===== config.mk =====
export PLATFORM = sky130hd
export DESIGN_NAME = outbox_fifo_flat
export DESIGN_NICKNAME = d
export VERILOG_FILES = /design/src/rtl/outbox_fifo_if.sv /design/src/rtl/outbox_fifo.sv /design/src/flat_wrapper.sv
export SDC_FILE = /design/constraint.sdc
export NUM_CORES = 1
export LEC_CHECK = 0
export BUFFER_PORTS_ARGS = -buffer_cell sky130_fd_sc_hd__buf_2
export CAP_MARGIN = 20
export CELL_PAD_IN_SITES_DETAIL_PLACEMENT = 0
export CELL_PAD_IN_SITES_GLOBAL_PLACEMENT = 1
export CORE_ASPECT_RATIO = 0.6
export CORE_MARGIN = 1.5
export CORE_UTILIZATION = 52
export DETAILED_ROUTE_END_ITERATION = 10
export GPL_ROUTABILITY_DRIVEN = 0
export HOLD_SLACK_MARGIN = 0.08
export PLACE_DENSITY_LB_ADDON = 0.1
export SLEW_MARGIN = 0
export SYNTH_ARGS = -nofsm -noshare
export SYNTH_HDL_FRONTEND = slang
export SYNTH_SLANG_ARGS = --single-unit

===== constraint.sdc =====
create_clock -name clk -period 4.14 [get_ports clk]
set_input_delay 0.207 -clock clk [delete_from_list [all_inputs] [get_ports clk]]
set_output_delay 0.207 -clock clk [all_outputs]
set_load 0.03 [all_outputs]

===== src/rtl/outbox_fifo_if.sv =====
// Handshake bundle between the CPU-side producer / display-side consumer and
// the outbox FIFO. The FIFO uses the slave view; whoever drives pushes, pops
// and flushes uses the master view.
interface outbox_fifo_if #(
    parameter int WIDTH = 8,
    parameter int AW    = 4
);
    logic             i_wr;
    logic [WIDTH-1:0] i_data;
    logic             i_ready;
    logic             i_clr;
    logic             o_full;
    logic             o_empty;
    logic             o_valid;
    logic [WIDTH-1:0] o_data;
    logic [AW:0]      o_count;
    logic             o_ovf;

    modport master (
        output i_wr, i_data, i_ready, i_clr,
        input  o_full, o_empty, o_valid, o_data, o_count, o_ovf
    );

    modport slave (
        input  i_wr, i_data, i_ready, i_clr,
        output o_full, o_empty, o_valid, o_data, o_count, o_ovf
    );
endinterface


===== src/rtl/outbox_fifo.sv =====
// Outbox FIFO: first-word-fall-through queue between register R (push side)
// and the display/UART consumer (pop side). Pointers carry one extra bit so
// full and empty are distinguishable without a separate counter.
module outbox_fifo #(
    parameter int WIDTH = 8,
    parameter int AW    = 4
) (
    input logic         clk,
    input logic         i_rst,
    outbox_fifo_if.slave bus
);
    localparam int DEPTH = 1 << AW;

    // Storage is never cleared; only the pointers define what is queued.
    logic [WIDTH-1:0] mem [DEPTH];

    logic [AW:0] wr_ptr_reg;
    logic [AW:0] rd_ptr_reg;
    logic        ovf_reg;

    logic empty;
    logic full;
    logic pop;
    logic push;
    logic drop;

    // Flags and handshake decisions, all derived from registered pointers.
    always_comb begin
        empty = (wr_ptr_reg == rd_ptr_reg);
        full  = (wr_ptr_reg[AW-1:0] == rd_ptr_reg[AW-1:0]) &&
                (wr_ptr_reg[AW] != rd_ptr_reg[AW]);
        // A pop frees a slot on the same edge, so a full FIFO can still
        // accept a push when the consumer is taking the head word.
        pop   = !empty && bus.i_ready;
        push  = bus.i_wr && (!full || pop);
        drop  = bus.i_wr && full && !pop;
    end

    // Pointer and sticky-overflow state; flush wins over push and pop.
    always_ff @(posedge clk or posedge i_rst) begin
        if (i_rst) begin
            wr_ptr_reg <= '0;
            rd_ptr_reg <= '0;
            ovf_reg    <= 1'b0;
        end else if (bus.i_clr) begin
            wr_ptr_reg <= '0;
            rd_ptr_reg <= '0;
            ovf_reg    <= 1'b0;
        end else begin
            if (push) begin
                wr_ptr_reg <= wr_ptr_reg + 1'b1;
            end
            if (pop) begin
                rd_ptr_reg <= rd_ptr_reg + 1'b1;
            end
            if (drop) begin
                ovf_reg <= 1'b1;
            end
        end
    end

    // Data write port; a flush on the same edge discards the push.
    always_ff @(posedge clk) begin
        if (push && !bus.i_clr) begin
            mem[wr_ptr_reg[AW-1:0]] <= bus.i_data;
        end
    end

    // The head word is read combinationally so it is visible as soon as
    // o_valid rises; it only moves when rd_ptr advances on a pop.
    assign bus.o_data  = mem[rd_ptr_reg[AW-1:0]];
    assign bus.o_valid = !empty;
    assign bus.o_empty = empty;
    assign bus.o_full  = full;
    assign bus.o_count = wr_ptr_reg - rd_ptr_reg;
    assign bus.o_ovf   = ovf_reg;
endmodule


===== src/flat_wrapper.sv =====
// flat-port wrapper written by rule: the top's interface ports become plain ports
module outbox_fifo_flat 
#(
    parameter int WIDTH = 8,
    parameter int AW    = 4
)
  (clk, i_rst, bus_i_wr, bus_i_data, bus_i_ready, bus_i_clr, bus_o_full, bus_o_empty, bus_o_valid, bus_o_data, bus_o_count, bus_o_ovf);
  outbox_fifo_if #(.WIDTH(WIDTH), .AW(AW)) bus_i ();
  input logic clk;
  input logic i_rst;
  input wire logic [$bits(bus_i.i_wr)-1:0] bus_i_wr;
  input wire logic [$bits(bus_i.i_data)-1:0] bus_i_data;
  input wire logic [$bits(bus_i.i_ready)-1:0] bus_i_ready;
  input wire logic [$bits(bus_i.i_clr)-1:0] bus_i_clr;
  output wire logic [$bits(bus_i.o_full)-1:0] bus_o_full;
  output wire logic [$bits(bus_i.o_empty)-1:0] bus_o_empty;
  output wire logic [$bits(bus_i.o_valid)-1:0] bus_o_valid;
  output wire logic [$bits(bus_i.o_data)-1:0] bus_o_data;
  output wire logic [$bits(bus_i.o_count)-1:0] bus_o_count;
  output wire logic [$bits(bus_i.o_ovf)-1:0] bus_o_ovf;
  assign bus_i.i_wr = bus_i_wr;
  assign bus_i.i_data = bus_i_data;
  assign bus_i.i_ready = bus_i_ready;
  assign bus_i.i_clr = bus_i_clr;
  assign bus_o_full = bus_i.o_full;
  assign bus_o_empty = bus_i.o_empty;
  assign bus_o_valid = bus_i.o_valid;
  assign bus_o_data = bus_i.o_data;
  assign bus_o_count = bus_i.o_count;
  assign bus_o_ovf = bus_i.o_ovf;
  outbox_fifo #(.WIDTH(WIDTH), .AW(AW)) u_core (.clk(clk), .i_rst(i_rst), .bus(bus_i));
endmodule

==> flow_summary.json, run 1 <==
{
  "status": "completed",
  "syn_inst": 328,
  "drt_iter0_drc": 342,
  "seq_area_um2": 4120,
  "dr.pass1.iters": 5,
  "multiInputGateArea_um2": 1530,
  "num_vias": 3151,
  "synth_warnings": 0,
  "grtUsageTotal_pct": 23.3,
  "drt-total-wl_um": 12700,
  "cts_resized": 0,
  "p_leak_nw": 2.28,
  "max_freq_mhz": 313,
  "wl_per_cell_um": 24.2,
  "synth-seq-area-share_pct": 70.8,
  "period_share_pct": 77.2,
  "hold_depth": 3,
  "h-tree-depth": 4,
  "path_clk_slew_ns": 0.06,
  "row_count": 29,
  "setup_tns_ns": 0,
  "io_pins": 30,
  "crit_path_max_fanout": 12,
  "ys_ff_latch": 139,
  "n_fill_cell": 769,
  "antenna_found_initial": 0,
  "slew_headroom_pct": 34.6,
  "setup.worst_path.class": "flop to flop",
  "dp_hpwl_um": 8440,
  "ir_drop_mv": 0.313,
  "endpoint_kind": "flop",
  "timing.rr.start": "u_core.rd_ptr_reg[3]",
  "rsz0062_at_grt": "false",
  "drc": 0,
  "final_nets": 398,
  "synth_cell_types": 38,
  "fin_skew_ns": 0.00920,
  "reg2reg_depth": 7,
  "first_global_vias": 2957,
  "die_h_um": 84.9,
  "worstHoldPathType": "primary input to flop",
  "post_cts_buffers": 0,
  "r2r_end": "u_core.mem[9][5]",
  "p_per_area_nw_per_um2": 552,
  "top_layer": "met4",
  "place_ws_ns": 0.697,
  "final_antenna_net_count": 0,
  "hold_viol": 0,
  "grt_max_degree": 44,
  "clk_latency_ns": 0.41,
  "n_antenna_cell": 0,
  "syn_area_um2": 5820,
  "ff2ff_setup_slack_ns": 0.95,
  "cts_sinks": 139,
  "required_ns": 4.17,
  "avgSynthCellArea_um2": 17.7,
  "largest_reg_flops": 128,
  "wl_met1_um": 6310,
  "syn-num-nets": 351,
  "holdWs_ns": 0.102,
  "cts_hold_buf": 1,
  "worstHoldStart": "bus_i_wr",
  "hold_end": "u_core.bus.o_ovf",
  "viasPerCell": 5.98,
  "dieArea_um2": 11900,
  "post-route-util_pct": 63.1,
  "final_layout_size_suffix_gt1_share_pct": 27.1,
  "initial_core_util_pct": 54.2,
  "fp.dieW_um": 140,
  "final_cells": 527,
  "setup_ws_ns": 0.946,
  "wl_met2_um": 5200,
  "final_max_slew_viol_count": 0,
  "grt_pass1_wl_um": 19300,
  "cp-start-kind": "flop",
  "tritoncts": "built",
  "wl_met3_um": 1110,
  "grt_remaining_overflow": 0,
  "setup_viol": 0,
  "port_buffers": 29,
  "clockBufferDepth": 2,
  "ctsRootBufferMaster": "clkbuf_16",
  "dpl.cell_count": 489,
  "worst_slew_pin_slew_ns": 0.974,
  "coreArea_um2": 10700,
  "cts_buffers": 17,
  "period_needed_ns": 3.19,
  "synthToLayoutAreaGrowth_pct": 16.6,
  "worstPathArrival_ns": 3.22,
  "maxCapViolCount": 0
}
## per-stage QoR
step / power (W) / cell area [um2]
after CTS: 0.00375 / 6750
after global routing: 0.00386 / 6780
after global placement: 0.00214 / 6110
final: 0.00374 / 6780
after detailed placement: 0.00214 / 6110
after floorplan: 0.00199 / 5820
## kinds of logic after synthesis
group / after synthesis / share of synthesized area [%]
XOR/XNOR: 10 / 1.63
AO/OA/AOI/OAI: 40 / 4.32
multiplexers: 50 / 13.8
adder cells (fa/ha/maj): 10 / 2.28
buffers and inverters: 34 / 3.08
AND/OR/NAND/NOR: 45 / 4.11
flip-flops: 139 / 70.8
## routing by layer
| layer | track usage, % | vias to the layer above |
|---|---|---|
| li1 | - | 1395 |
| met5 | 0 | - |
| met1 | 38.7 | 1615 |
| met3 | 6.55 | 10 |
| met2 | 29.5 | 131 |
| met4 | 6.70 | 0 |
## cell usage in the layout (no fill, tap or decap), drive strengths merged, types with 4 or more instances in the layout
cell      Yosys  routed
xnor2         8       8
nor2          9       9
and2          5       5
a21oi         6       6
mux2i        26      26
ha            9       9
bufinv        0       5
a221oi        8       8
clkbuf        4      21
nand2         7       7
o21ai        20      20
nor4          5       5
edfxtp      128     128
inv          16      16
clkinvlp      0       4
mux4         24      24
nor3          8       8
buf          14      44
dfrtp        11      11
## area by class of cell
cell class | count | area share, %
inverter | 16 | 0.886
timing repair buffer | 46 | 3.91
sequential | 139 | 60.8
multi-input combinational | 155 | 22.5
tap | 139 | 2.57
clock inverter | 12 | 2.93
clock buffer | 20 | 6.44
## synthesized netlist by cell type
cell type | count | share of area [%]
nor2b_1 | 1 | 0.11
nand2_1 | 7 | 0.45
a31oi_1 | 2 | 0.22
dfrtp_1 | 11 | 4.7
a21oi_1 | 6 | 0.52
or2_2 | 1 | 0.11
buf_2 | 4 | 0.34
clkbuf_1 | 3 | 0.19
nor4_1 | 4 | 0.43
nor3_1 | 8 | 0.69
o21ai_0 | 19 | 1.6
a21o_1 | 2 | 0.26
mux2i_1 | 26 | 4.5
xnor2_1 | 7 | 1.1
o211ai_1 | 1 | 0.13
or3_1 | 3 | 0.32
xnor2_2 | 1 | 0.28
a221oi_1 | 8 | 1.2
buf_4 | 4 | 0.52
inv_1 | 16 | 1.0
nor2_1 | 9 | 0.58
ha_1 | 9 | 1.9
nand3_1 | 1 | 0.086
and2_0 | 1 | 0.11
buf_1 | 2 | 0.13
nand4_1 | 3 | 0.32
o31ai_2 | 1 | 0.22
mux4_2 | 24 | 9.3
buf_6 | 4 | 0.77
o21ai_2 | 1 | 0.15
clkbuf_2 | 1 | 0.086
and4_1 | 1 | 0.15
nand2b_1 | 1 | 0.11
xor2_1 | 2 | 0.30
nor4_2 | 1 | 0.22
fa_1 | 1 | 0.34
and2_1 | 4 | 0.43
edfxtp_1 | 128 | 66
## where the power goes
group / switching, W / leakage, nW / internal, W
clock network: 0.000563 / 0.296 / 0.00107
logic: 0.000347 / 0.683 / 0.000205
registers: 0.00000744 / 1.30 / 0.00155
## worst max-delay path, stage by stage, from the launching register on
cell and delay (ns):
dfrtp_1 0.55, inv_1 0.23, ha_1 0.39, nand4_1 0.19, o31ai_2 0.08, buf_4 0.19, or2_2 0.37, nor3_1 0.81
## how the worst max path moves through the flow
stage	startpoint	to	slack [ns]	cells past startpoint
6_report	u_core.rd_ptr_reg[3]	u_core.mem[9][5]	0.95	7
5_1_grt	u_core.rd_ptr_reg[3]	u_core.mem[9][4]	0.68	7
4_1_cts	u_core.rd_ptr_reg[3]	u_core.mem[13][3]	0.68	7
3_5_place_dp	u_core.rd_ptr_reg[3]	u_core.mem[13][4]	0.70	7
3_3_place_gp	u_core.rd_ptr_reg[3]	u_core.mem[13][4]	0.88	7
2_1_floorplan	u_core.rd_ptr_reg[1]	u_core.mem[12][0]	1.05	9
No activity file was read; power rests on OpenSTA's default activity.
==> run 2, diff against run 1 <==
ABC_AREA = 1   (was not set)
CORE_UTILIZATION = 48   (was 52)
clock period = 3.3 ns   (was 4.14 ns; I/O delays follow)
==> run 2 against run 1 <==
Effect of this change: wire length up 27%; largest power group is now sequential cells; critical path type is now flop to primary output; critical endpoint is now bus_o_data[6]; non-clock buffer count fell by 4; total power increased by 19%.
==> flow_summary.json, run 2 <==
{
  "status": "completed",
  "synth_warnings": 0,
  "dieArea_um2": 14500,
  "netlist_top_cells_area": "edfxtp_1, nand2_1, inv_1",
  "syn_inst": 700,
  "ir_drop_mv": 0.287,
  "worst_slew_pin_slew_ns": 0.769,
  "final_nets": 758,
  "port_buffers": 29,
  "syn-num-nets": 723,
  "setup.worst_path.class": "flop to primary output",
  "antenna_found_initial": 0,
  "maxCapViolCount": 0,
  "cts_buffers": 17,
  "die_h_um": 93.9,
  "grt_pass1_wl_um": 25300,
  "p_per_area_nw_per_um2": 594,
  "grt_max_degree": 37,
  "slowest_delay_ns": 0.54,
  "initial_core_util_pct": 50.3,
  "row_count": 32,
  "setup_ws_ns": 0.695,
  "drt-total-wl_um": 16200,
  "n_fill_cell": 1140,
  "drc": 0,
  "p_leak_nw": 3.42,
  "place_ws_ns": 0.720,
  "clockBufferDepth": 2,
  "dr.pass1.iters": 5,
  "ys.flop_type": "edfxtp_1",
  "worstHoldPathType": "primary input to flop",
  "coreArea_um2": 13100,
  "wl_per_cell_um": 17.7,
  "viasPerCell": 5.13,
  "max_freq_mhz": 384,
  "crit_slowest_cell": "dfrtp_2",
  "hold_end": "u_core.wr_ptr_reg[3]",
  "worstPathArrival_ns": 2.44,
  "r2r_end": "u_core.mem[0][2]",
  "synth-seq-area-share_pct": 62.3,
  "synth_common_cells": "nand2_1, inv_1, edfxtp_1",
  "post-route-util_pct": 57.0,
  "final_common_cell": "nand2_1",
  "fin_skew_ns": 0.0111,
  "synthArstFlopShare_pct": 7.91,
  "rsz0062_at_grt": "false",
  "final_layout_size_suffix_gt1_share_pct": 12.0,
  "ff2ff_setup_slack_ns": 0.72,
  "hold_viol": 0,
  "ctsRootBufferMaster": "clkbuf_16",
  "syn_area_um2": 6610,
  "largest_reg_flops": 128,
  "period_share_pct": 78.9,
  "h-tree-depth": 4,
  "num_vias": 4710,
  "tritoncts": "built",
  "final_antenna_net_count": 0,
  "required_ns": 3.13,
  "path_clk_slew_ns": 0.06,
  "synthToLayoutAreaGrowth_pct": 13.1,
  "hold_depth": 3,
  "grt_remaining_overflow": 0,
  "n_antenna_cell": 0,
  "setup_viol": 0,
  "ys_ff_latch": 139,
  "crit_path_max_fanout": 25,
  "worstHoldStart": "bus_i_wr",
  "reg2reg_depth": 9,
  "path_cells": "inv_2 > buf_4 > nand2_1 > nand2_1 > nand2_1 > nand3_1 > nand3_1 > nand2_1 > buf_2",
  "period_needed_ns": 2.61,
  "cts_resized": 0,
  "cts_sinks": 139,
  "synth_cell_types": 27,
  "dp_hpwl_um": 11000,
  "cp-start-kind": "flop",
  "synth.top_cell.area_share_pct": 58.1,
  "avgSynthCellArea_um2": 9.44,
  "fp.dieW_um": 155,
  "first_global_vias": 4451,
  "drt_iter0_drc": 374,
  "critPathMostFrequentCell": "nand2_1",
  "io_pins": 30,
  "synth_most_common_cell": "nand2_1",
  "final_cell_mix": "nand2_1, inv_1, edfxtp_1, nand3_1, buf_2",
  "endpoint_kind": "primary output",
  "setup_tns_ns": 0,
  "grtUsageTotal_pct": 24.1,
  "final_max_slew_viol_count": 0,
  "slew_headroom_pct": 48.6,
  "post_cts_buffers": 0,
  "clk_latency_ns": 0.43,
  "timing.rr.start": "u_core.rd_ptr_reg[2]",
  "yosys.area.top_type": "edfxtp_1",
  "synth_edf_count": 128
}
-- run 2: timing repair --
action,in CTS,in global routing
endpoints found under the hold margin,15,0
setup endpoints to repair,0,0
hold buffers,3,0
-- run 2: worst max path at each step --
| stage | startpoint | end | slack, ns | cells past startpoint |
|---|---|---|---|---|
| finish | u_core.rd_ptr_reg[0] | bus_o_data[6] | 0.69 | 9 |
| global route | u_core.rd_ptr_reg[2] | u_core.mem[0][2] | 0.55 | 9 |
| CTS | u_core.rd_ptr_reg[0] | bus_o_data[0] | 0.67 | 10 |
| detailed placement | u_core.rd_ptr_reg[2] | u_core.mem[0][4] | 0.72 | 9 |
| global placement | u_core.rd_ptr_reg[2] | u_core.mem[0][6] | 0.82 | 9 |
| floorplan | u_core.rd_ptr_reg[1] | u_core.mem[2][0] | 0.86 | 9 |
-- run 2: metrics by stage --
step / hold WS (ns) / total power (W) / cells / cell area (um2)
3_3_place_gp: 0.221 / 0.00273 / 883 / 6910
2_1_floorplan: 0.0174 / 0.00250 / 700 / 6610
3_5_place_dp: 0.225 / 0.00273 / 883 / 6910
6_report: 0.0899 / 0.00444 / 918 / 7480
5_1_grt: 0.103 / 0.00461 / 918 / 7480
4_1_cts: 0.0804 / 0.00446 / 918 / 7480
-- run 2: logic make-up after synthesis --
| kind of cell | count (synthesis) | share of synthesized area (%) |
|---|---|---|
| XOR/XNOR | 6 | 0.795 |
| AO/OA/AOI/OAI | 6 | 0.454 |
| flip-flops | 139 | 62.3 |
| buffers and inverters | 171 | 10.4 |
| adder cells (fa/ha/maj) | 10 | 2.01 |
| AND/OR/NAND/NOR | 368 | 24.1 |
-- run 2: power breakdown --
part | switching, W | total, W | internal, W
Clock | 0.000771 | 0.00174 | 0.000971
Sequential | 0.0000236 | 0.00197 | 0.00194
Combinational | 0.000544 | 0.000738 | 0.000194
-- run 2: layer usage --
layer | vias up | share of wire [%] | global-route usage [%] | wire length [um]
met2 | 166 | 42 | 35.5 | 6890
met4 | 0 | 1.2 | 6.89 | 189
met1 | 2248 | 49 | 36.4 | 7940
met5 | - | 0 | 0 | 0
li1 | 2278 | - | - | -
met3 | 18 | 7.4 | 4.38 | 1200
-- run 2: final cells by class --
type,count,area [um2],area share [%]
multi-input combinational,390,1810,24.1
sequential,139,4120,55.1
inverter,145,547,7.31
timing repair buffer,42,250,3.35
clock buffer,17,425,5.69
clock inverter,15,119,1.59
tap,170,213,2.84
-- run 2: critical path, delay by kind of cell, from the launching register on --
family / cells / cell delay (ns)
and+or+nand+nor: 6 / 0.55
buffers and inverters: 3 / 0.93
DFF: 1 / 0.54
